<file path="src/rtl/frogger_pkg.sv">
// Shared types and screen geometry for the frogger playfield blocks.
package frogger_pkg;

  localparam int unsigned SCREEN_W  = 640;
  localparam int unsigned SCREEN_H  = 480;
  localparam int unsigned FROG_SIDE = 40;
  localparam int unsigned COORD_W   = 11;

  typedef enum logic [1:0] {
    ALIVE,
    LOCK,
    DEAD,
    HOME
  } frog_state_t;

  typedef enum logic [1:0] {
    HOP_UP,
    HOP_DOWN,
    HOP_LEFT,
    HOP_RIGHT
  } hop_dir_t;

endpackage

</file>
<file path="src/rtl/pad_select.sv">
// Priority encoder over the pad collision bus: lowest-index hit wins and its motion is muxed out.
module pad_select
  import frogger_pkg::*;
#(
  parameter int unsigned NUM_PADS = 4,
  parameter int unsigned IDX_W    = 2
) (
  input  logic [NUM_PADS-1:0]         collision,
  input  logic [NUM_PADS*COORD_W-1:0] motion_x,
  output logic [IDX_W-1:0]            sel_idx_c,
  output logic                        hit_c,
  output logic [COORD_W-1:0]          motion_x_c
);

  // Scan from the top down so the lowest set bit is the last one written.
  always_comb begin
    sel_idx_c  = '0;
    hit_c      = 1'b0;
    motion_x_c = '0;
    for (int i = NUM_PADS - 1; i >= 0; i--) begin
      if (collision[i]) begin
        sel_idx_c  = IDX_W'(i);
        hit_c      = 1'b1;
        motion_x_c = motion_x[i*COORD_W +: COORD_W];
      end
    end
  end

endmodule

</file>
<file path="src/rtl/frog_carrier.sv">
// Frog position controller: hops, rides pads, drowns or falls off-screen, and handles home/respawn.
module frog_carrier
  import frogger_pkg::*;
#(
  parameter int unsigned NUM_PADS    = 4,
  parameter logic [10:0] FROG_STEP   = 11'd40,
  parameter logic [10:0] X_MAX       = 11'd600,
  parameter logic [10:0] Y_MAX       = 11'd440,
  parameter logic [10:0] RIVER_Y_MIN = 11'd80,
  parameter logic [10:0] RIVER_Y_MAX = 11'd240,
  parameter logic [10:0] HOME_Y      = 11'd40,
  parameter int unsigned HOP_LOCK    = 3,
  parameter logic [10:0] DEAD_FRAMES = 11'd60
) (
  input  logic                        frame_clk,
  input  logic                        Reset,
  input  logic [10:0]                 Frog_Start_X,
  input  logic [10:0]                 Frog_Start_Y,
  input  logic                        Hop_Valid,
  input  logic [1:0]                  Hop_Dir,
  input  logic [NUM_PADS-1:0]         Pad_Collision,
  input  logic [NUM_PADS*COORD_W-1:0] Pad_MotionX,
  output logic [10:0]                 Frog_X,
  output logic [10:0]                 Frog_Y,
  output logic                        Frog_Dead,
  output logic                        Frog_Home,
  output logic                        Riding,
  output logic [1:0]                  Lives
);

  localparam int unsigned IDX_W = (NUM_PADS > 1) ? $clog2(NUM_PADS) : 1;

  frog_state_t        state;
  logic [10:0]        cnt;

  logic [IDX_W-1:0]   pad_idx_unused;
  logic               pad_hit_c;
  logic [COORD_W-1:0] pad_motion_c;

  logic               in_river_c;
  logic               riding_c;
  logic               hop_req_c;
  logic               hop_ok_c;
  logic               hop_apply_c;
  logic [10:0]        hop_x_c;
  logic [10:0]        hop_y_c;
  logic [COORD_W:0]   carry_sum_c;
  logic               carry_off_c;
  logic               drown_c;
  logic [10:0]        next_x_c;
  logic [10:0]        next_y_c;
  logic [1:0]         lives_dec_c;

  pad_select #(
    .NUM_PADS (NUM_PADS),
    .IDX_W    (IDX_W)
  ) u_pad_select (
    .collision  (Pad_Collision),
    .motion_x   (Pad_MotionX),
    .sel_idx_c  (pad_idx_unused),
    .hit_c      (pad_hit_c),
    .motion_x_c (pad_motion_c)
  );

  assign in_river_c  = (Frog_Y >= RIVER_Y_MIN) && (Frog_Y < RIVER_Y_MAX);
  assign riding_c    = pad_hit_c && in_river_c;
  assign drown_c     = in_river_c && !riding_c;
  assign hop_req_c   = Hop_Valid && (state == ALIVE);
  assign hop_apply_c = hop_req_c && hop_ok_c;
  assign lives_dec_c = (Lives == 2'd0) ? 2'd0 : Lives - 2'd1;

  // Signed 12-bit carry so a negative result is visible in the top bit.
  assign carry_sum_c = {1'b0, Frog_X} + {pad_motion_c[COORD_W-1], pad_motion_c};
  assign carry_off_c = riding_c && !hop_apply_c &&
                       (carry_sum_c[COORD_W] || (carry_sum_c[COORD_W-1:0] > X_MAX));

  // Candidate hop target; out-of-range hops leave hop_ok_c low.
  always_comb begin
    hop_x_c  = Frog_X;
    hop_y_c  = Frog_Y;
    hop_ok_c = 1'b0;
    case (hop_dir_t'(Hop_Dir))
      HOP_UP: begin
        if (Frog_Y >= FROG_STEP) begin
          hop_y_c  = Frog_Y - FROG_STEP;
          hop_ok_c = 1'b1;
        end
      end
      HOP_DOWN: begin
        if (({1'b0, Frog_Y} + {1'b0, FROG_STEP}) <= {1'b0, Y_MAX}) begin
          hop_y_c  = Frog_Y + FROG_STEP;
          hop_ok_c = 1'b1;
        end
      end
      HOP_LEFT: begin
        if (Frog_X >= FROG_STEP) begin
          hop_x_c  = Frog_X - FROG_STEP;
          hop_ok_c = 1'b1;
        end
      end
      HOP_RIGHT: begin
        if (({1'b0, Frog_X} + {1'b0, FROG_STEP}) <= {1'b0, X_MAX}) begin
          hop_x_c  = Frog_X + FROG_STEP;
          hop_ok_c = 1'b1;
        end
      end
      default: ;
    endcase
  end

  always_comb begin
    next_x_c = Frog_X;
    next_y_c = Frog_Y;
    if (hop_apply_c) begin
      next_x_c = hop_x_c;
      next_y_c = hop_y_c;
    end else if (riding_c) begin
      next_x_c = carry_sum_c[COORD_W-1:0];
    end
  end

  always_ff @(posedge frame_clk) begin
    if (Reset) begin
      state     <= ALIVE;
      cnt       <= '0;
      Frog_X    <= Frog_Start_X;
      Frog_Y    <= Frog_Start_Y;
      Frog_Dead <= 1'b0;
      Frog_Home <= 1'b0;
      Riding    <= 1'b0;
      Lives     <= 2'd3;
    end else begin
      case (state)
        ALIVE, LOCK: begin
          Riding <= riding_c;
          if (drown_c || carry_off_c) begin
            state     <= DEAD;
            Frog_Dead <= 1'b1;
            Lives     <= lives_dec_c;
            cnt       <= DEAD_FRAMES;
          end else begin
            Frog_X <= next_x_c;
            Frog_Y <= next_y_c;
            if (next_y_c <= HOME_Y) begin
              state     <= HOME;
              Frog_Home <= 1'b1;
              cnt       <= DEAD_FRAMES;
            end else if (hop_req_c) begin
              state <= LOCK;
              cnt   <= 11'(HOP_LOCK);
            end else if (state == LOCK) begin
              cnt <= cnt - 11'd1;
              if (cnt == 11'd1) state <= ALIVE;
            end
          end
        end
        DEAD: begin
          Riding <= 1'b0;
          // With no lives left the countdown parks at 1 until Reset.
          if (cnt == 11'd1) begin
            if (Lives != 2'd0) begin
              state     <= ALIVE;
              cnt       <= '0;
              Frog_X    <= Frog_Start_X;
              Frog_Y    <= Frog_Start_Y;
              Frog_Dead <= 1'b0;
            end
          end else begin
            cnt <= cnt - 11'd1;
          end
        end
        HOME: begin
          Riding <= 1'b0;
          if (cnt == 11'd1) begin
            state     <= ALIVE;
            cnt       <= '0;
            Frog_X    <= Frog_Start_X;
            Frog_Y    <= Frog_Start_Y;
            Frog_Home <= 1'b0;
          end else begin
            cnt <= cnt - 11'd1;
          end
        end
        default: state <= ALIVE;
      endcase
    end
  end

endmodule

</file>
<file path="config.mk">
export PLATFORM = sky130hd
export DESIGN_NAME = frog_carrier
export DESIGN_NICKNAME = d
export VERILOG_FILES = /design/src/rtl/frogger_pkg.sv /design/src/rtl/pad_select.sv /design/src/rtl/frog_carrier.sv
export SDC_FILE = /design/constraint.sdc
export NUM_CORES = 1
export LEC_CHECK = 0
export BUFFER_PORTS_ARGS = -buffer_cell sky130_fd_sc_hd__clkbuf_2
export CELL_PAD_IN_SITES_DETAIL_PLACEMENT = 0
export CELL_PAD_IN_SITES_GLOBAL_PLACEMENT = 1
export CORE_MARGIN = 10
export CORE_UTILIZATION = 43
export CTS_BUF_LIST = sky130_fd_sc_hd__clkbuf_16
export DETAILED_ROUTE_END_ITERATION = 12
export GPL_TIMING_DRIVEN = 0
export HOLD_SLACK_MARGIN = 0.06
export PLACE_DENSITY = 0.84
export SETUP_SLACK_MARGIN = 0.5
export SYNTH_ARGS = -nofsm -noshare
export SYNTH_HDL_FRONTEND = slang
export SYNTH_HIERARCHICAL = 1
export SYNTH_SLANG_ARGS = --single-unit
export TNS_END_PERCENT = 1
</file>
<file path="constraint.sdc">
create_clock -name frame_clk -period 9.2 [get_ports frame_clk]
set_input_delay 0.92 -clock frame_clk [delete_from_list [all_inputs] [get_ports frame_clk]]
set_output_delay 0.92 -clock frame_clk [all_outputs]
set_load 0.01 [all_outputs]
</file>
### Yosys cells after proc, flatten, opt, wreduce, memory -nomap -nowiden

Index checks and enable logic that the tools add are counted.

| storage, ports and cells | value |
|---|---|
| flip-flop bits (word level) | 40 |
| input bits | 75 |
| output and inout port bits | 27 |
| logic and storage cells | 134 |

| cells by class | value |
|---|---|
| add/sub/neg operators | 9 |
| $lt $le $gt $ge | 8 |
| eq/ne operators | 23 |
| mux-type cells | 60 |
| reductions and logical operators | 26 |

Operators with widths:

| operator | number |
|---|---|
| two-way mux 11 bit | 28 |
| case mux 11 bit (3 select lines) | 3 |
| case mux 11 bit (2 select lines) | 2 |
| adder 11 x 6 -> 12 bit (second input constant) | 2 |
| adder 11 x 6 -> 11 bit (second input constant) | 2 |
| greater-or-equal comparator 11 x 6 -> 1 bit (second input constant) | 2 |
| subtractor 11 x 6 -> 11 bit (second input constant) | 2 |
| two-way mux 2 bit | 8 |
| != test 3 bit (second input constant) | 5 |
| != test 5 bit (second input constant) | 3 |
| two-way mux 1 bit | 14 |
| adder 11 x 12 -> 12 bit | 1 |
| less-or-equal comparator 12 x 10 -> 1 bit (second input constant) | 1 |
| less-or-equal comparator 12 x 9 -> 1 bit (second input constant) | 1 |
| != test 2 bit (second input constant) | 6 |
| AND reduction 4 bit | 3 |
| equality test 11 x 1 -> 1 bit (second input constant) | 1 |
| greater-or-equal comparator 11 x 7 -> 1 bit (second input constant) | 1 |
| greater-than comparator 11 x 10 -> 1 bit (second input constant) | 1 |
| less-or-equal comparator 11 x 6 -> 1 bit (second input constant) | 1 |
| less-than comparator 11 x 8 -> 1 bit (second input constant) | 1 |
| subtractor 11 x 1 -> 11 bit (second input constant) | 1 |
| equality test 2 bit (second input constant) | 4 |
| AND reduction 8 bit | 1 |
| 15 further kinds | 32 |

### Depth between registers and ports, before layout

Gate-level depths: netlist (run 1).

| depth | value |
|---|---|
| depth in word-level cells | 12 |
| depth in mapped cells | 17 |
| gate-level depth less buffers | 15 |

### By module

The synthesis (run 1) kept the hierarchy.

By module, submodules not included:

| module | times used | cells each | area an instance (um^2) | seq. area each (um^2) |
|---|---|---|---|---|
| frog_carrier | 1 | 470 | 3736.1 | 1021.0 |
| pad_select | 1 | 48 | 362.8 | 0.0 |

### Worst setup path before layout (run 1)

Ideal clock, no wire load.

| path | value |
|---|---|
| path kind | input to register |
| start point | input port Pad_Collision[3] |
| end point | register Frog_X[0] (enable) |
| setup time | 0.347 ns |
| arrival | 4.492 ns |
| required time | 8.853 ns |
| setup slack | 4.361 ns |
| stages on the path | 16 |
| buffers on the path | 1 |
| cell sequence | nor2b_2 -> buf_6 -> a22oi_1 -> a21oi_2 -> ha_1 -> fa_1 -> a21o_1 -> a221oi_1 -> o21ai_0 -> xnor2_1 -> a221o_1 -> a2111oi_2 -> or2_2 -> a21oi_1 -> nor2_1 -> a21boi_0 |

| between the ends | value |
|---|---|
| cells in the longest elaborated chain, start to end | 11 |
| elaborated cells on any way between the ends | 20 |
| classes of those cells | add/sub (1); order compare (1); eq/ne (2); mux (8); reduce/logical (8) |

RTL lines:

| what | RTL line | source |
|---|---|---|
| start, declared | frog_carrier.sv:21 | `input logic [NUM_PADS-1:0] Pad_Collision,` |
| two-way mux 11 bit * (4 in series) | pad_select.sv:21 | `if (collision[i]) begin` |
| net pad_motion_c[0] | frog_carrier.sv:38 | `logic [COORD_W-1:0] pad_motion_c;` |
| adder 11 x 12 -> 12 bit * | frog_carrier.sv:73 | `assign carry_sum_c = {1'b0, Frog_X} + {pad_motion_c[COORD_W-1], pad_motion_c};` |
| greater-than comparator 11 x 10 -> 1 bit | frog_carrier.sv:75 | `(carry_sum_c[COORD_W] \|\| (carry_sum_c[COORD_W-1:0] > X_MAX));` |
| logical OR 1 bit * | frog_carrier.sv:75 |  |
| logical AND 1 bit * | frog_carrier.sv:74 | `assign carry_off_c = riding_c && !hop_apply_c &&` |
| logical OR 1 bit * | frog_carrier.sv:136 | `if (drown_c \|\| carry_off_c) begin` |
| != test 3 bit (no line) * | n/a |  |
| AND reduction 8 bit (no line) * | n/a |  |
| end signal, assigned | frog_carrier.sv:126 | `Frog_X <= Frog_Start_X;` |
| end signal, assigned | frog_carrier.sv:142 | `Frog_X <= next_x_c;` |
| end signal, assigned | frog_carrier.sv:164 | `Frog_X <= Frog_Start_X;` |
| end, declared | frog_carrier.sv:23 | `output logic [10:0] Frog_X,` |

Mark *: on every way through the listed nets, which the timed path passes. The rest lies on a longest branch.
A chain may end at the register's enable or synchronous reset.

### Worst setup path in the final report (run 1)

Ends and elaborated chain as after synthesis.

==> summary.txt, run 1 <==
Placed design
  – Hpwl dp: 10700 um
  – Routability congestion estimate from global placement: 0.8624
  – Number of input and output port buffers inserted: 101
  – Placed insts: 745

Logic synthesis
  – Synthesized cell area: 4086 um2
  – Synth Instances: 515
  – Synth Area per Inst: 7.935 um2
  – Post-synth net total: 611
  – Warnings from Yosys: 6

Floorplanning
  – Number of ports placed on the die boundary: 102
  – Number of core rows: 35
  – Die extent in x: 117.5 um
  – Starting utilization of the core area: 44.22%
  – Total Die Area: 13800 um2
  – Vert. Die Dim: 117.5 um
  – Core area: 9240 um2

Job
  – Max-cap check violation count: 0

GRT
  – Residual overflow from global routing: 0
  – Initial antenna violation count: 0
  – First-pass GRT wire length: 21350 um
  – Via count of the first global-routing pass: 4279
  – Largest net degree at the start of global routing: 14
  – GRT Total Usage: 18.03%

Cells and area
  – Area of all sequential standard cells: 1021 um2
  – Area Overhead vs Synth: 21.59%
  – Nets@finish: 719
  – Most frequent cells in the layout: 101 x clkbuf_2, 51 x nand2_1, 49 x o21ai_0
  – Most frequent standard cell in the layout excluding fill and tap cells: clkbuf_2
  – Fill cell total of the finished layout: 900
  – Area of the multi-input gates: 2829 um2
  – Final Instance Count excl. Fillers: 753
  – Antenna fix cells: 0
  – Share of post-route cells with drive strength above 1: 24.20%

Routing
  – Routed Antenna Nets: 0
  – Detail-routed net length per standard cell: 17.81 um
  – DRT Pass-1 Iters: 6
  – Vias per std cell: 5.891
  – DRC violations left: 0
  – Via Count: 4436
  – Routed wire length: 13410 um
  – Iter 0 DRT Violations: 359

Hold path
  – Hold Crit Depth: 1
  – Worst min-delay path category: flip-flop to flip-flop

Setup path
  – Critical path's largest stage delay: 670 ps
  – Reg2reg start: Frog_X[3]$_DFFE_PP_
  – Capturing element of the worst setup path: Frog_X[0]$_DFFE_PP_
  – Endpoint of the most critical register-to-register path: Frog_X[0]$_DFFE_PP_
  – Worst Setup End Kind: flip-flop
  – Maximum net fanout on the critical path: 9
  – Kind of start point of the critical path: input pin
  – Critical path, cell by cell: clkbuf_2 -> nor2b_2 -> buf_6 -> a22oi_1 -> a21oi_2 -> ha_1 -> fa_1 -> a21o_1 -> a221oi_1 -> o21ai_0 -> xnor2_1 -> a221o_1 -> a2111oi_2 -> or2_2 -> a21oi_1 -> nor2_1 -> a21boi_0
  – Critical path's slowest cell: nor2_1
  – R2r setup slk: 4590 ps
  – Worst Path Required: 9120 ps
  – Reg2reg path depth: 11
  – Crit path launch: Pad_Collision[3]
  – Worst Path Arrival: 5320 ps
  – Crit Path Class: input pin to flip-flop

Timing
  – Tcrit/Tclk final: 58.68%
  – Setup repair after global routing missed its margin: no
  – Number of hold violations in the final report: 0
  – Sum of negative setup slack: 0 ps
  – Crit path time final: 5398 ps
  – Total setup violations reported at the end of the flow: 0
  – Final count of pins violating max slew: 0
  – Slew HR: 26.65%
  – Maximum operating frequency: 185.2 MHz
  – Transition time at the pin with the least slew margin: 1090 ps
  – Worst Clk Skew: 5.264 ps

Pwr
  – Total power divided by cell area: 352.9 nW/um2
  – Net Sw Power: 0.8476 mW
  – Leakage: 2.056 nW
  – Clock network fraction of design power: 14.5%
  – P_int: 0.9057 mW
  – Worst voltage drop across the vdd grid: 0.0001738 V
  – Combinational power share: 63.6%
  – Sw Ratio: 48.34%
  – Flop pwr share: 21.9%

Clock tree
  – CTS Sinks: 40
  – Cts-stage hold buffer count: 0
  – Number of clock buffers inserted by TritonCTS: 5
  – Clk Tree Root Cell: clkbuf_16
  – Clock transition at the registers of the reported paths: 60 ps
  – Setup repair bufs after CTS: 0
  – Clock buffer depth: 2
  – CTS tree: built
  – CTS H-Tree Depth: 2
  – Number of cells upsized or downsized after cts: 0
  – Worst-skew pair later-pin latency: 280 ps

Outcome
  – Status: finished, final reports clean
==> critical path: cells and delay by family <==
family	cells	cell delay, ps
compound gates	9	2350
simple gates	3	1050
fa+ha+maj	2	620
buf+inv	2	240
xor+xnor	1	160
==> area by class of cell <==
class	count	share of cell area, %
multi-input cells	424	56.94
inverters	21	1.587
plain buffers	30	3.173
flip-flops and latches	40	20.55
well taps	129	3.249
repair buffers	101	10.17
clock inverters	3	1.813
clock buffers	5	2.518
==> metrics by stage <==
stage	utilization, %	worst slack [ps]	power, mW	instance area (um2)	hold slack, ps
finish	53.77	3802	1.753	4969	474.2
global route	53.77	3460	1.898	4969	491.7
CTS	53.77	3812	1.745	4969	480.3
detailed placement	51.44	3532	1.482	4753	466.3
global placement	51.44	3583	1.464	4753	451.1
floorplan	-	4363	1.178	4086	467.3
==> registers in the layout (all words and copies together), names as in the netlist <==
register	flops
Frog_X	11
Frog_Home	1
Lives	2
state	2
Frog_Y	11
Riding	1
cnt	11
Frog_Dead	1
==> layer usage <==
| layer | track usage [%] | vias to the layer above | share of wire (%) |
|---|---|---|---|
| li1 | - | 2182 | - |
| met1 | 22.58 | 2113 | 43 |
| met5 | 0 | - | 0 |
| met3 | 2.206 | 9 | 5.3 |
| met4 | 2.782 | 0 | 0.56 |
| met2 | 32.55 | 132 | 51 |
==> power by group through the flow <==
stage / registers [mW] / clock network, mW / logic (mW)
5_1_grt: 0.398 / 0.267 / 1.23
4_1_cts: 0.382 / 0.257 / 1.11
6_report: 0.384 / 0.254 / 1.12
3_5_place_dp: 0.386 / 0 / 1.10
2_1_floorplan: 0.383 / 0 / 0.794
3_3_place_gp: 0.383 / 0 / 1.08
==> how the worst min path moves through the flow <==
stage                     slack [ps]                   start                      to
final                            470  Frog_Home$_SDFFE_PP0P_  Frog_Home$_SDFFE_PP0P_
after global routing             490  Frog_Home$_SDFFE_PP0P_  Frog_Home$_SDFFE_PP0P_
after CTS                        480  Frog_Home$_SDFFE_PP0P_  Frog_Home$_SDFFE_PP0P_
after detailed placement         470  Frog_Home$_SDFFE_PP0P_  Frog_Home$_SDFFE_PP0P_
after global placement           450  Frog_Home$_SDFFE_PP0P_  Frog_Home$_SDFFE_PP0P_
after floorplan                  470     cnt[7]$_SDFFE_PP0P_     cnt[7]$_SDFFE_PP0P_
(Power assumes the default switching activity.)
==> run 2: changes to the inputs <==
--- a/config.mk
+++ b/config.mk
@@ -9,12 +9,12 @@
 export CELL_PAD_IN_SITES_DETAIL_PLACEMENT = 0
 export CELL_PAD_IN_SITES_GLOBAL_PLACEMENT = 1
 export CORE_MARGIN = 10
-export CORE_UTILIZATION = 43
+export CORE_UTILIZATION = 40
 export CTS_BUF_LIST = sky130_fd_sc_hd__clkbuf_16
 export DETAILED_ROUTE_END_ITERATION = 12
 export GPL_TIMING_DRIVEN = 0
 export HOLD_SLACK_MARGIN = 0.06
-export PLACE_DENSITY = 0.84
+export PLACE_DENSITY = 0.78
 export SETUP_SLACK_MARGIN = 0.5
 export SYNTH_ARGS = -nofsm -noshare
 export SYNTH_HDL_FRONTEND = slang
==> constraint.sdc (replaced) <==
create_clock -name frame_clk -period 5 [get_ports frame_clk]
set_input_delay 0.5 -clock frame_clk [delete_from_list [all_inputs] [get_ports frame_clk]]
set_output_delay 0.5 -clock frame_clk [all_outputs]
set_load 0.01 [all_outputs]
==> run 2 against run 1 <==
Sequential cell count unchanged. Total power up 78%. Setup slack worse by 3100 ps. Via count down 0.97%. Critical endpoint is now cnt[9]$_SDFFE_PP0P_.
==> summary.txt, run 2 (synthesis results as in run 1) <==
Cells and area
  – Util after Layout: 50.39% (-3.4 points)
  – Post-layout instance area: 4971 um2 (about the same)
  – Share of post-route cells with drive strength above 1: 25.32% (+1.1 points)
  – Most frequent standard cell in the layout excluding fill and tap cells: clkbuf_2
  – Area Overhead vs Synth: 21.65% (about the same)
  – Fill cell total of the finished layout: 986 (+9.6%)
  – Nets@finish: 723 (+0.56%)
  – Area of all sequential standard cells: 1021 um2 (unchanged)
  – Most frequent cells in the layout: 101 x clkbuf_2, 51 x nand2_1, 49 x o21ai_0
  – Leading registers by flop count: Frog_X x11, Frog_Y x11, cnt x11
  – Antenna fix cells: 0 (unchanged)
  – Area of the multi-input gates: 2869 um2 (+1.4%)

Hold path
  – Worst min-delay path category: flip-flop to flip-flop
  – Hold path endpoint: Frog_Home$_SDFFE_PP0P_
  – Min-Delay Startpoint: Frog_Home$_SDFFE_PP0P_
  – Hold Crit Depth: 1 (unchanged)

Timing
  – Final count of pins violating max slew: 0 (unchanged)
  – Slew HR: 37.16% (+11 points)
  – Crit path time final: 4255 ps
  – Total setup violations reported at the end of the flow: 0 (unchanged)
  – Setup repair after global routing missed its margin: no
  – Number of hold violations in the final report: 0 (unchanged)
  – Maximum operating frequency: 235.0 MHz
  – Worst Clk Skew: 6.259 ps (+0.9957 ps)
  – Tcrit/Tclk final: 85.10%
  – Transition time at the pin with the least slew margin: 934.0 ps (-156.1 ps)

Setup path
  – Critical path's slowest cell: a311oi_2
  – Worst Path Required: 5140 ps (-3980 ps)
  – Worst Path Arrival: 4390 ps (-930 ps)
  – Reg2reg start: Frog_Y[3]$_DFFE_PP_
  – Maximum net fanout on the critical path: 8 (-1)
  – Critical path, cell by cell: buf_2 -> inv_1 -> ha_1 -> inv_1 -> a2111o_1 -> a211oi_2 -> o41a_1 -> a21oi_4 -> o22ai_1 -> nor3b_4 -> nand4_1 -> a311oi_2 -> a211oi_1
  – R2r setup slk: 750 ps (-3840 ps)
  – Critical path's largest stage delay: 590 ps (-80 ps)
  – Worst Setup End Kind: flip-flop
  – Endpoint of the most critical register-to-register path: cnt[9]$_SDFFE_PP0P_
  – Crit Path Class: flip-flop to flip-flop
  – Crit path top cell by count: inv_1
  – Reg2reg path depth: 13 (+2)
  – Kind of start point of the critical path: flip-flop

Placed design
  – Number of input and output port buffers inserted: 101 (unchanged)
  – Area post-placement: 4758 um2 (+0.11%)
  – Routability congestion estimate from global placement: 0.9070 (+5.2%)
  – Hpwl dp: 10980 um (+2.6%)

GRT
  – GRT Total Usage: 17.43% (-0.60 points)
  – Largest net degree at the start of global routing: 12 (-2)
  – First-pass GRT wire length: 21330 um (about the same)
  – Residual overflow from global routing: 0 (unchanged)
  – GRT met3 Usage: 2.280% (+0.074 points)
  – Initial antenna violation count: 0 (unchanged)
  – Met2 layer usage reported by global route: 30.48% (-2.1 points)
  – Global Route met1 Usage: 22.65% (+0.076 points)
  – Most crowded layer after global routing: met2
  – Via count of the first global-routing pass: 4255 (-0.56%)

Clock tree
  – CTS tree: built
  – Clk Tree Root Cell: clkbuf_16
  – CTS H-Tree Depth: 2 (unchanged)
  – CTS Sinks: 40 (unchanged)
  – Worst-skew pair later-pin latency: 280 ps (about the same)
  – Clock buffer depth: 2 (unchanged)
  – Number of clock buffers inserted by TritonCTS: 5 (unchanged)
  – Clock transition at the registers of the reported paths: 60 ps (about the same)
  – Cts-stage hold buffer count: 0 (unchanged)

Floorplanning
  – Number of ports placed on the die boundary: 102 (unchanged)
  – Number of core rows: 36 (+2.9%)
  – Die extent in x: 121.1 um (+3.1%)
  – Starting utilization of the core area: 41.43% (-2.8 points)
  – Vert. Die Dim: 121.1 um (+3.1%)
  – Core area: 9864 um2 (+6.8%)
  – Total Die Area: 14660 um2 (+6.2%)

Job
  – Max-cap check violation count: 0 (unchanged)

Routing
  – DRT Pass-1 Iters: 5 (-1)
  – Routed Antenna Nets: 0 (unchanged)
  – Routed wire length: 13630 um (+1.7%)
  – DRC violations left: 0 (unchanged)
  – Detail-routed net length per standard cell: 17.92 um (+0.62%)
  – Iter 0 DRT Violations: 290 (-19%)
  – Via Count: 4393 (-0.97%)
  – Vias per std cell: 5.773 (-2.0%)

Outcome
  – Status: finished, final reports clean

Pwr
  – Leakage: 2.057 nW (about the same)
  – Worst voltage drop across the vdd grid: 0.0003060 V (+76%)
  – Total power divided by cell area: 629.5 nW/um2 (+78%)
-- run 2: cell types whose count changed in the layout (fill, tap and decap cells not counted), sizes merged --
| cell | before | now |
|---|---|---|
| inv | 21 | 24 |
| bufinv | 3 | 0 |
| buf | 10 | 13 |
| clkbuf | 126 | 127 |
-- run 2: repair_timing --
action                                  CTS  global route
pin swaps                                 0             0
resized for setup                         4             7
endpoints found under the setup margin   19            22
setup buffers                             0             4
-- run 2: through the flow --
stage	setup TNS, ps	cells	setup WS [ps]	total power [mW]	hold WS [ps]
finish	0	761	745.0	3.129	461.6
global route	0	761	502.3	3.403	503.4
CTS	0	757	450.7	3.055	469.4
detailed placement	-1059	749	-353.0	2.733	455.3
global placement	-614.5	749	-204.9	2.711	451.7
floorplan	0	515	582.8	2.167	467.3
-- run 2: power breakdown --
part	internal [mW]	switching, mW	leakage, nW
Sequential	0.535	0.178	0.375
Combinational	0.836	1.28	1.61
Clock	0.180	0.122	0.0765
Total	1.55	1.58	2.06
-- run 2: layer usage --
layer	vias up	wire length, um	part of all wire, %
li1	2178	-	-
met1	2091	5990	44
met2	115	6977	51
met3	9	587	4.3
met4	0	78	0.57
met5	-	0	0
-- run 2: critical path: cells and delay by family, from the launching register on --
family / cells / cell delay, ps
simple gates: 2 / 680
compound gates: 7 / 2310
buf+inv: 3 / 370
fa+ha+maj: 1 / 330
flops: 1 / 400
-- run 2: layout make-up --
type | instances | area share [%]
buffer | 30 | 3.297
clock buffer | 5 | 2.517
clock inverter | 3 | 0.2265
inverter | 21 | 1.586
multi-input combinational | 424 | 57.71
sequential | 40 | 20.54
tap | 133 | 3.348
timing repair buffer | 105 | 10.77
-- run 2: how the worst max path moves through the flow --
stage               cells past startpoint                start             endpoint  slack (ps)
finish                                 13  Frog_Y[3]$_DFFE_PP_  cnt[9]$_SDFFE_PP0P_         750
global route                           18     Pad_Collision[3]  cnt[8]$_SDFFE_PP0P_         500
CTS                                    16     Pad_Collision[0]  Frog_X[0]$_DFFE_PP_         450
detailed placement                     16     Pad_Collision[0]  Frog_X[1]$_DFFE_PP_        -350
global placement                       17     Pad_Collision[3]  Frog_X[1]$_DFFE_PP_        -200
floorplan                              16     Pad_Collision[3]  Frog_X[0]$_DFFE_PP_         580
